--- config.mk ---
export PLATFORM = sky130hd
export DESIGN_NAME = complex_unit_flat
export DESIGN_NICKNAME = d
export VERILOG_FILES = /design/src/rtl/complex_unit_if.sv /design/src/rtl/complex_unit.sv /design/src/flat_wrapper.sv
export SDC_FILE = /design/constraint.sdc
export NUM_CORES = 2
export LEC_CHECK = 0
export CORE_UTILIZATION = 50
export CTS_BUF_LIST = sky130_fd_sc_hd__clkbuf_4 sky130_fd_sc_hd__clkbuf_8 sky130_fd_sc_hd__clkbuf_16
export CTS_CLUSTER_DIAMETER = 100
export DETAILED_ROUTE_END_ITERATION = 10
export PLACE_DENSITY = 0.78
export SLEW_MARGIN = 20
export SYNTH_ARGS = -nofsm -noshare
export SYNTH_HDL_FRONTEND = slang
export SYNTH_SLANG_ARGS = --single-unit
--- constraint.sdc ---
create_clock -name cpu_clk_i -period 14.5 [get_ports cpu_clk_i]
set_input_delay 2.9 -clock cpu_clk_i [delete_from_list [all_inputs] [get_ports cpu_clk_i]]
set_output_delay 2.9 -clock cpu_clk_i [all_outputs]
set_load 0.01 [all_outputs]
--- src/rtl/complex_unit_if.sv ---
// rtl/complex_unit_if.sv - request/writeback bundle between core pipeline and complex_unit
interface complex_unit_if;
    logic        flush_i;
    logic        cu_valid_i;
    logic [2:0]  cu_opcode_i;
    logic [31:0] cu_operand1_i;
    logic [31:0] cu_operand2_i;
    logic        busy_o;
    logic [31:0] result_o;
    logic        wb_valid_o;

    modport master (
        output flush_i, cu_valid_i, cu_opcode_i, cu_operand1_i, cu_operand2_i,
        input  busy_o, result_o, wb_valid_o
    );

    modport slave (
        input  flush_i, cu_valid_i, cu_opcode_i, cu_operand1_i, cu_operand2_i,
        output busy_o, result_o, wb_valid_o
    );
endinterface

--- src/rtl/complex_unit.sv ---
// rtl/complex_unit.sv - RV32M multiply/divide unit (optional COMPLEX_UNIT_DIV_EARLY_OUT_EN)
module complex_unit (
    input  logic          cpu_clk_i,
    input  logic          rst_i,
    complex_unit_if.slave cu_bus
);
    typedef enum logic [1:0] {IDLE, MUL, DIV, FIX} state_t;

    state_t      r_state;
    state_t      w_next_state;

    logic [5:0]  r_cnt;
    logic [1:0]  r_op;
    logic [31:0] r_a;
    logic [31:0] r_b;
    logic [31:0] r_div;
    logic [31:0] r_quo;
    logic [31:0] r_rem;
    logic        r_neg_q;
    logic        r_neg_r;
    logic        r_div_zero;
    logic        r_ovf;
    logic [31:0] r_result;

    logic        w_accept;
    logic        w_is_div;
    logic        w_div_signed;
    logic        w_a_neg;
    logic        w_b_neg;
    logic [31:0] w_a_mag;
    logic [31:0] w_b_mag;
    logic        w_b_zero;
    logic        w_ovf;
    logic        w_busy;
    logic        w_wb_valid;

    logic signed [32:0] w_mul_a;
    logic signed [32:0] w_mul_b;
    logic signed [63:0] w_prod;
    logic [31:0] w_mul_res;

    logic [32:0] w_trial;
    logic [32:0] w_sub;
    logic [31:0] w_q_fix;
    logic [31:0] w_r_fix;

    // Request decode: opcode bit 2 selects divide, bit 0 clear marks signed divide
    assign w_accept     = (r_state == IDLE) && cu_bus.cu_valid_i && !cu_bus.flush_i;
    assign w_is_div     = cu_bus.cu_opcode_i[2];
    assign w_div_signed = w_is_div && !cu_bus.cu_opcode_i[0];
    assign w_a_neg      = w_div_signed && cu_bus.cu_operand1_i[31];
    assign w_b_neg      = w_div_signed && cu_bus.cu_operand2_i[31];
    assign w_a_mag      = w_a_neg ? (32'd0 - cu_bus.cu_operand1_i) : cu_bus.cu_operand1_i;
    assign w_b_mag      = w_b_neg ? (32'd0 - cu_bus.cu_operand2_i) : cu_bus.cu_operand2_i;
    assign w_b_zero     = (cu_bus.cu_operand2_i == 32'd0);
    assign w_ovf        = w_div_signed && (cu_bus.cu_operand1_i == 32'h8000_0000)
                          && (cu_bus.cu_operand2_i == 32'hFFFF_FFFF);

    // Multiply: rs1 signed for MULH/MULHSU, rs2 signed only for MULH; MUL low half is sign-agnostic
    assign w_mul_a   = {((r_op == 2'b01) || (r_op == 2'b10)) && r_a[31], r_a};
    assign w_mul_b   = {(r_op == 2'b01) && r_b[31], r_b};
    assign w_prod    = 64'(w_mul_a) * 64'(w_mul_b);
    assign w_mul_res = (r_op == 2'b00) ? w_prod[31:0] : w_prod[63:32];

    // One restoring step: shift next dividend bit in, keep difference when no borrow
    assign w_trial = {r_rem, r_quo[31]};
    assign w_sub   = w_trial - {1'b0, r_div};

    // Sign fixup, with divide-by-zero and signed overflow forced to their architectural values
    assign w_q_fix = r_div_zero ? 32'hFFFF_FFFF :
                     r_ovf      ? 32'h8000_0000 :
                     r_neg_q    ? (32'd0 - r_quo) : r_quo;
    assign w_r_fix = r_div_zero ? r_a :
                     r_ovf      ? 32'd0 :
                     r_neg_r    ? (32'd0 - r_rem) : r_rem;

    // State register; reset outranks flush
    always_ff @(posedge cpu_clk_i) begin
        if (rst_i) begin
            r_state <= IDLE;
        end else begin
            r_state <= w_next_state;
        end
    end

    // Next-state and handshake outputs; flush returns to IDLE and masks a pending writeback
    always_comb begin
        w_next_state = r_state;
        w_busy       = (r_state != IDLE);
        w_wb_valid   = 1'b0;
        case (r_state)
            IDLE: begin
                if (w_accept) begin
                    w_next_state = w_is_div ? DIV : MUL;
                end
            end
            MUL: w_next_state = FIX;
            DIV: begin
                if (r_cnt == 6'd32) begin
                    w_next_state = FIX;
                end
            end
            FIX: begin
                w_next_state = IDLE;
                w_wb_valid   = !cu_bus.flush_i && !rst_i;
            end
            default: w_next_state = IDLE;
        endcase
        if (cu_bus.flush_i) begin
            w_next_state = IDLE;
        end
    end

    // Operand capture, divide iterations, and result formation
    always_ff @(posedge cpu_clk_i) begin
        if (rst_i) begin
            r_cnt      <= 6'd0;
            r_op       <= 2'b00;
            r_a        <= 32'd0;
            r_b        <= 32'd0;
            r_div      <= 32'd0;
            r_quo      <= 32'd0;
            r_rem      <= 32'd0;
            r_neg_q    <= 1'b0;
            r_neg_r    <= 1'b0;
            r_div_zero <= 1'b0;
            r_ovf      <= 1'b0;
            r_result   <= 32'd0;
        end else if (w_accept) begin
            r_op       <= cu_bus.cu_opcode_i[1:0];
            r_a        <= cu_bus.cu_operand1_i;
            r_b        <= cu_bus.cu_operand2_i;
            r_div      <= w_b_mag;
            r_quo      <= w_a_mag;
            r_rem      <= 32'd0;
            r_neg_q    <= w_a_neg ^ w_b_neg;
            r_neg_r    <= w_a_neg;
            r_div_zero <= w_is_div && w_b_zero;
            r_ovf      <= w_ovf;
`ifdef COMPLEX_UNIT_DIV_EARLY_OUT_EN
            // Special-case divides jump straight to the fixup count
            r_cnt      <= (w_is_div && (w_b_zero || w_ovf)) ? 6'd32 : 6'd0;
`else
            r_cnt      <= 6'd0;
`endif
        end else if (cu_bus.flush_i) begin
            r_cnt <= 6'd0;
        end else begin
            case (r_state)
                MUL: r_result <= w_mul_res;
                DIV: begin
                    if (r_cnt == 6'd32) begin
                        r_result <= r_op[1] ? w_r_fix : w_q_fix;
                        r_cnt    <= 6'd0;
                    end else begin
                        r_cnt <= r_cnt + 6'd1;
                        if (!w_sub[32]) begin
                            r_rem <= w_sub[31:0];
                            r_quo <= {r_quo[30:0], 1'b1};
                        end else begin
                            r_rem <= w_trial[31:0];
                            r_quo <= {r_quo[30:0], 1'b0};
                        end
                    end
                end
                default: ;
            endcase
        end
    end

    assign cu_bus.busy_o     = w_busy;
    assign cu_bus.wb_valid_o = w_wb_valid;
    assign cu_bus.result_o   = w_wb_valid ? r_result : 32'd0;
endmodule

--- src/flat_wrapper.sv ---
// flat-port wrapper written by rule: the top's interface ports become plain ports
module complex_unit_flat 
  (cpu_clk_i, rst_i, cu_bus_flush_i, cu_bus_cu_valid_i, cu_bus_cu_opcode_i, cu_bus_cu_operand1_i, cu_bus_cu_operand2_i, cu_bus_busy_o, cu_bus_result_o, cu_bus_wb_valid_o);
  complex_unit_if cu_bus_i ();
  input  logic cpu_clk_i;
  input  logic rst_i;
  input wire logic [$bits(cu_bus_i.flush_i)-1:0] cu_bus_flush_i;
  input wire logic [$bits(cu_bus_i.cu_valid_i)-1:0] cu_bus_cu_valid_i;
  input wire logic [$bits(cu_bus_i.cu_opcode_i)-1:0] cu_bus_cu_opcode_i;
  input wire logic [$bits(cu_bus_i.cu_operand1_i)-1:0] cu_bus_cu_operand1_i;
  input wire logic [$bits(cu_bus_i.cu_operand2_i)-1:0] cu_bus_cu_operand2_i;
  output wire logic [$bits(cu_bus_i.busy_o)-1:0] cu_bus_busy_o;
  output wire logic [$bits(cu_bus_i.result_o)-1:0] cu_bus_result_o;
  output wire logic [$bits(cu_bus_i.wb_valid_o)-1:0] cu_bus_wb_valid_o;
  assign cu_bus_i.flush_i = cu_bus_flush_i;
  assign cu_bus_i.cu_valid_i = cu_bus_cu_valid_i;
  assign cu_bus_i.cu_opcode_i = cu_bus_cu_opcode_i;
  assign cu_bus_i.cu_operand1_i = cu_bus_cu_operand1_i;
  assign cu_bus_i.cu_operand2_i = cu_bus_cu_operand2_i;
  assign cu_bus_busy_o = cu_bus_i.busy_o;
  assign cu_bus_result_o = cu_bus_i.result_o;
  assign cu_bus_wb_valid_o = cu_bus_i.wb_valid_o;
  complex_unit u_core (.cpu_clk_i(cpu_clk_i), .rst_i(rst_i), .cu_bus(cu_bus_i));
endmodule
======== After elaboration in Yosys (flattened, before gate mapping) ========
Cells that the tools add are included.
word-level totals
  word-level logic and storage cells ...... 89
  output and inout bits ................... 34
  bits of input ports ..................... 71
  register bits ........................... 206
cells by class
  reductions and logical operators ........ 28
  mux-type cells .......................... 25
  add/sub/neg operators ................... 6
  multipliers ............................. 1
  eq/ne operators ......................... 12
  bitwise logic cells ..................... 4
operators by type and width
  operator                                                               count
  32-bit 2-to-1 mux                                                      17
  1-bit by 32-bit subtractor with 32-bit output, first input constant    4
  32-bit equality test, second input constant                            2
  33-bit by 33-bit multiplier with 64-bit output                         1
  32-bit one-hot mux with 2 select lines                                 1
  33-bit by 32-bit subtractor with 33-bit output                         1
  32-bit zero test                                                       1
  1-bit logical AND                                                      11
  2-bit by 1-bit != test with 1-bit output, second input constant        4
  2-bit one-hot mux with 4 select lines                                  1
  6-bit by 1-bit adder with 6-bit output, second input constant          1
  2-bit equality test, second input constant                             3
  6-bit equality test, second input constant                             1
  2-bit 2-to-1 mux                                                       3
  6-bit 2-to-1 mux                                                       1
  3-bit AND reduction                                                    2
  2-bit nonzero test                                                     3
  2-bit by 1-bit equality test with 1-bit output, second input constant  2
  2-bit zero test                                                        2
  4-bit AND reduction                                                    1
  2-bit OR reduction                                                     2
  1-bit zero test                                                        3
  1-bit inverter                                                         3
  3-bit OR reduction                                                     1
  4 further kinds                                                        5

======== Logic depth before layout (Yosys ltp) ========
  depth in word-level cells ............... 7
  gate-level depth with buffers ........... 35

======== Least setup slack after synthesis ========
No wires, ideal clock.
  path kind ............................... flip-flop to flip-flop
  from .................................... register u_core.r_op[1]
  to ...................................... register u_core.r_result[31]
  arrival ................................. 8.814 ns
  path buffers ............................ 5
  cell stages (with the launch flop) ...... 33
  slack ................................... 5.594 ns
  library setup time ...................... 0.092 ns
  cell sequence ........................... dfxtp_1 inv_1 clkbuf_1 clkbuf_1 ha_1 and2_1 clkbuf_1 clkbuf_1 nand2_1 inv_1 fa_1 inv_1 fa_1 inv_1 fa_1 inv_1 fa_1 fa_1 fa_1 fa_1 fa_1 inv_1 ha_1 clkbuf_1 a21oi_1 nor2b_1 o21ai_0 nand2b_1 or4b_2 nor2_1 mux2_2 nor3_1 nor4_1
between the ends
  cells in the longest elaborated chain, start to end .. 6
  elaborated cells between the ends (all ways) .. 11
  those cells by class .................... mul (1); eq/ne (2); mux (4); reduce/logical (4)
ends and longest elaborated chain
  item                                                                                          line                                    text
  start, declared                                                                               complex_unit.sv:13                      logic [1:0] r_op;
  start signal, assigned                                                                        complex_unit.sv:130                     r_op <= cu_bus.cu_opcode_i[1:0];
  2-bit by 1-bit equality test with 1-bit output / 2-bit equality test (equally long branches)  complex_unit.sv:60, complex_unit.sv:61
  1-bit logical OR                                                                              complex_unit.sv:60                      assign w_mul_a = {((r_op == 2'b01) || (r_op == 2'b10)) && r_a[31], r_a};
  1-bit logical AND                                                                             complex_unit.sv:60
  33-bit by 33-bit multiplier with 64-bit output                                                complex_unit.sv:62                      assign w_prod = 64'(w_mul_a) * 64'(w_mul_b);
  32-bit 2-to-1 mux                                                                             complex_unit.sv:63                      assign w_mul_res = (r_op == 2'b00) ? w_prod[31:0] : w_prod[63:32];
  32-bit one-hot mux with 2 select lines *                                                      complex_unit.sv:149                     case (r_state)
  end signal, assigned                                                                          complex_unit.sv:150                     MUL: r_result <= w_mul_res;
  end signal, assigned                                                                          complex_unit.sv:153                     r_result <= r_op[1] ? w_r_fix : w_q_fix;
  end, declared                                                                                 complex_unit.sv:23                      logic [31:0] r_result;
Mark *: on every way between the ends. The rest lies on a longest branch, timed or not. The select of a mux whose other input is x is not followed.
A chain may end at the register's enable or synchronous reset.

======== Worst setup path in the final report ========
  from .................................... register u_core.r_op[1]
  to ...................................... register u_core.r_result[28]
The elaborated chain is that of the path after synthesis.

==> results.yml <==
run_status:
  outcome: "finished, final reports clean"
sta:
  achievable_freq_mhz: 92.3
  finalHoldViolCount: 0
  final.min_clock_period_ns: 10.84
  tightest_slew_ns: 1.15
  max_slew_margin_pct: 22.9
  timing.final.setup_violations: 0
  setup_total_negative_slack_ns: 0
  clock_skew_ns: 0.0266
  slew_viols_final: 0
  worst_hold_slack_ns: 0.456
  final.period_utilization_pct: 74.7
  rsz0062_at_grt: "false"
synthesis:
  synth_top_cell_area_share_pct: 43.5
  synth.yosys.warnings: 0
  syn_nets: 7654
  synth_most_common_cell: "inv_1"
  synth_cell_types: 71
  yosys_register_bits: 205
  synthesis.area_mm2: 0.0519
  synth_common_cells: "inv_1, nand2_1, fa_1"
  synth.top_cells.by_area: "fa_1, inv_1, nand2_1"
  asyncSetResetFlopFracSynth_pct: 0
  synth-edff-count: 0
  synth_cells: 6200
  post_synth.cell_area_avg_um2: 8.37
  dominantRegCellSynth: "dfxtp_1"
  synth_sequential_area_ratio_pct: 7.91
  synth_top_area_cell: "fa_1"
clock_network:
  post_cts_hold_buffer_count: 0
  cts_resized: 0
  clockRootBuffer: "clkbuf_16"
  insertion_delay_ns: 0.56
  cts_tree: "done"
  cts-htree-levels: 1
  clk_transition_reported_paths_ns: 0.06
  cts-root-to-sink-buffers: 3
  post-cts-setup-buffer-count: 0
  cts_bufs_inserted: 25
  number_of_clock_sinks_seen_by_cts: 205
global_routing:
  global_route.overflow_total: 0
  gr-usage-all-layers_pct: 33.3
  grt_antenna_before_repair: 5
  grt_pass1_wl_um: 265000
  largest_net_degree_at_the_start_of_global_routing: 76
  first_global_vias: 45300
floorplanning:
  floorplan.rows: 117
  start_util_pct: 50.7
  ios: 105
  die_x_um: 324
  die_area_mm2: 0.105
  core_region_area_mm2: 0.102
  fp.dieH_um: 324
power:
  p_leak_nw: 24.7
  power_density_mw_per_mm2: 40.9
  vdd.ir_drop.worst_v: 0.0000765
route:
  routed-via-count: 43400
  wl_per_cell_um: 23.0
  drtIter0Drc: 4643
  totalWireLength_um: 170000
  drc: 0
  route.antenna.remaining_nets: 0
  route.detailed.vias_per_inst: 5.86
  firstDrtPassIters: 6
worst_setup_path:
  critical_path_arrival_ns: 11.25
  critical_path_peak_fanout: 23
  regToRegEndpoint: "u_core.r_result[28]"
  rr_worst_depth: 27
  required_time_of_the_critical_path_ns: 14.91
  criticalPathCategory: "reg2reg"
  worst_setup_path_start_kind: "flop"
  regToRegStartpoint: "u_core.r_op[1]"
  regToRegSetupSlack_ns: 3.66
  setup.worst_path.end_class: "flop"
cells_and_area:
  finish.net_count: 7473
  area_growth_pct: 5.42
  layout.core_utilization_pct: 53.4
  fillCellCount: 9179
  fin_area_mm2: 0.0547
  drive_gt1_share_pct: 2.82
min_path:
  worst_hold_path.num_cells: 2
  worst_hold_startpoint: "u_core.r_b[14]"
  hold_end: "u_core.r_b[14]"
  worst_hold_path_type: "reg2reg"
place:
  gp_congestion: 1.00
  hpwl_um: 129000
  detailed_place.area_mm2: 0.0538
  numPortBuffers: 104
flow_run:
  max_cap_viol_count: 0
-- layer usage --
metal | global-route usage [%] | part of all wire, %
met2 | 50.3 | 43
met1 | 44.4 | 38
met5 | 0.185 | 0.025
met4 | 15.6 | 6.2
met3 | 9.28 | 13
-- worst max-delay path: stages (launching register included) --
cell       delay [ns]
dfxtp_1          0.78
inv_1            0.53
ha_1             0.43
buf_4            0.27
and2_1           0.73
nand2_1          0.21
inv_1            0.17
fa_1             0.49
fa_1             0.63
fa_1             0.54
inv_1            0.48
fa_1             0.51
inv_1            0.08
fa_1             0.44
fa_1             0.57
inv_1            0.06
fa_1             0.45
fa_1             0.59
inv_1            0.07
ha_1             0.43
nand3_1          0.14
a2111oi_0        0.50
nor3_1           0.18
o41ai_1          0.86
nand3_1          0.15
nand2_1          0.13
xnor2_1          0.13
a31oi_1          0.10
-- cells by family (layout without fill, tap and decap cells) --
logic type	Yosys count	count (layout)	share of synthesized area, %
adders and majority gates	1383	1383	49.7
DFF	205	205	7.91
muxes	36	36	0.704
other	0	2	0
xor gates and xnor gates	205	205	3.46
and+or+nand+nor	1976	1976	17.1
buffers and inverters	1660	1495	12.0
AOI/OAI and AO/OA	735	735	9.11
-- layout by cell type, fill, tap and decap left out, types with 47 or more instances in the layout --
master           count
inv_1             1264
nor2_1             231
a21o_1              49
ha_1               256
buf_4               85
and3_1              66
fa_1              1126
and2_1             277
nor3_1              47
o21ai_0            144
a211oi_1            60
xor2_1              71
nand2_1           1139
a21oi_1            232
dfxtp_1            200
clkdlybuf4s50_1    103
xnor2_1            134
nand3_1             52
-- sequential cells by signal (all words and copies together), names as in the netlist, 2 cells and up --
name,flops
u_core.r_rem,32
u_core.r_a,32
u_core.r_op,2
u_core.r_quo,32
u_core.r_result,32
u_core.r_div,32
u_core.r_b,31
u_core.r_cnt,6
u_core.r_state,2
-- report_power, final --
part | total, mW | switching (mW) | leakage [nW] | internal, mW
clock network | 0.695 | 0.275 | 0.439 | 0.419
registers | 0.627 | 0.0368 | 1.67 | 0.590
logic | 0.913 | 0.614 | 22.6 | 0.299
total | 2.24 | 0.927 | 24.7 | 1.31
-- metrics by stage --
| step | worst slack (ns) | instances | power, mW |
|---|---|---|---|
| floorplan | 5.59 | 6200 | 1.20 |
| finish | 3.66 | 7405 | 2.24 |
| global placement | 4.12 | 7360 | 1.50 |
| global route | 3.14 | 7403 | 2.34 |
| CTS | 3.83 | 7403 | 2.21 |
| detailed placement | 3.83 | 7360 | 1.52 |
-- worst max path at each step --
stage	from	cells after the start	to	slack [ns]
3_5_place_dp	u_core.r_op[1]	30	u_core.r_result[30]	3.83
4_1_cts	u_core.r_op[1]	30	u_core.r_result[30]	3.83
2_1_floorplan	u_core.r_op[1]	32	u_core.r_result[31]	5.59
5_1_grt	u_core.r_op[1]	30	u_core.r_result[30]	3.14
3_3_place_gp	u_core.r_op[1]	27	u_core.r_result[28]	4.12
6_report	u_core.r_op[1]	27	u_core.r_result[28]	3.66
-- final cells by class --
type	count	area [um2]	area share, %
multi-input combinational	4335	41600	76.0
clock buffer	29	668	1.22
tap	1368	1710	3.13
antenna	2	5.00	0.00915
clock inverter	14	215	0.394
timing repair buffer	188	1670	3.05
inverter	1264	4740	8.68
sequential	205	4110	7.52
Note: power is estimated with default switching activity, not from simulation.
==> edit: new RTL, same flow settings <==
Add a define of `COMPLEX_UNIT_DIV_EARLY_OUT_EN`.
--- a/src/rtl/complex_unit.sv
+++ b/src/rtl/complex_unit.sv
@@ -1,4 +1,6 @@
 // rtl/complex_unit.sv - RV32M multiply/divide unit (optional COMPLEX_UNIT_DIV_EARLY_OUT_EN)
+`define COMPLEX_UNIT_DIV_EARLY_OUT_EN
+
 module complex_unit (
     input  logic          cpu_clk_i,
     input  logic          rst_i,
Function: not settled (the Yosys comparison gave no result); the edit may change what the design does.
==> edit against the original RTL <==
  * Synthesized area hardly changed
  * Final area decreased by 0.39%
  * Combinational power is 9.6% lower
  * Routed wire length is 13% lower
  * Sequential share of layout area barely moved
  * Power down 6.1%
  * Sequential cell count did not move
  * Sequential power hardly changed
  * Setup slack worse by 0.12 ns
  * Critical path type unchanged
  * Critical endpoint is now u_core.r_result[25]
  * Largest cell class unchanged
==> edit: results (changes against the original RTL) <==
- Status: finished clean
- Antenna Diode Count: 0 (-2)
- Starting DRT DRC Count: 3755 (-19%)
- Total Routing Usage GR: 29.0% (-4.4 points)
- CP arrival: 11.40 ns (+0.15 ns)
- Clock group: 645 uW (-7.2%)
- Slowest CP cell: fa_1
- First-pass GRT wire length: 239000 um (-9.8%)
- Wl on met1: 58700 um (-9.8%)
- Clock power share: 30.7% (-0.4 points)
- Synth cell types: 90 (+27%)
- DR WL met3: 11700 um (-45%)
- Met2 WL post-DR: 70900 um (-3.0%)
- Nonclk buf count: 183 (-2.7%)
- Inverters: 1263 (-0.079%)
- Final WL: 147000 um (-13%)
- Multi-input logic cell count: 4312 (-0.53%)
- Register Area: 0.00412 sq mm (+0.12%)
- RD Place Congestion: 0.979 (-2.4%)
- HP Start: u_core.r_result[7]
- FILL cells: 9226 (+0.51%)
- Initial antenna violation count: 2 (-3)
- Flop pwr share: 29.9% (+1.9 points)
- Fin Clk Skew: 0.0239 ns (-0.00269 ns)
- Met1 Use GR: 38.4% (-5.9 points)
- Hold Path Sink: u_core.r_result[7]
- Drt pass-1 iters: 8 (+2)
- Fin nets: 7442 (-0.41%)
- Worst setup endpoint: u_core.r_result[25]
- Pint: 1240 uW (-4.8%)
- Worst vdd ir: 0.0000837 V (+9.5%)
- Register area share after synthesis: 7.91% (about the same)
- Fraction of area in multi-input gates: 76.1% (+0.13 points)
- Top post-synthesis cells by area: fa_1, inv_1, nand2_1, dfxtp_1, ha_1
- Post-DP HPWL: 117000 um (-9.1%)
- Pleak: 0.0248 uW (+0.61%)
- Met3 usage: 4.00% (-5.3 points)
- Number of global-route vias before repair: 43900 (-3.1%)
- Clock buffer cells: 26 (-10%)
- CP delay by family, top: adder cells
- Highest metal used: met4
- Largest net degree at the start of global routing: 95 (+25%)
[edit: kinds of logic (layout without fill, tap and decap cells)]
| group | count (synthesis) | after routing | share of synthesized area, % |
|---|---|---|---|
| mux | 39 | 39 | 0.765 |
| xor+xnor | 202 | 202 | 3.41 |
| simple gates | 1954 | 1954 | 16.9 |
| buf+inv | 1656 | 1487 | 12.2 |
| flops | 205 | 205 | 7.91 |
| fa+ha+maj | 1383 | 1383 | 49.7 |
| compound gates | 734 | 734 | 9.18 |
[edit: metrics by stage]
step                      worst slack, ns  cell area (sq um)  hold slack (ns)  cells  util [%]
after detailed placement             3.77              53700            0.435   7331      52.4
after global routing                 3.13              54500            0.466   7372      53.2
after global placement               4.12              53700            0.428   7331      52.4
after CTS                            3.72              54500            0.444   7372      53.2
after floorplan                      5.67              51900            0.407   6173         -
final                                3.54              54500            0.445   7372      53.2
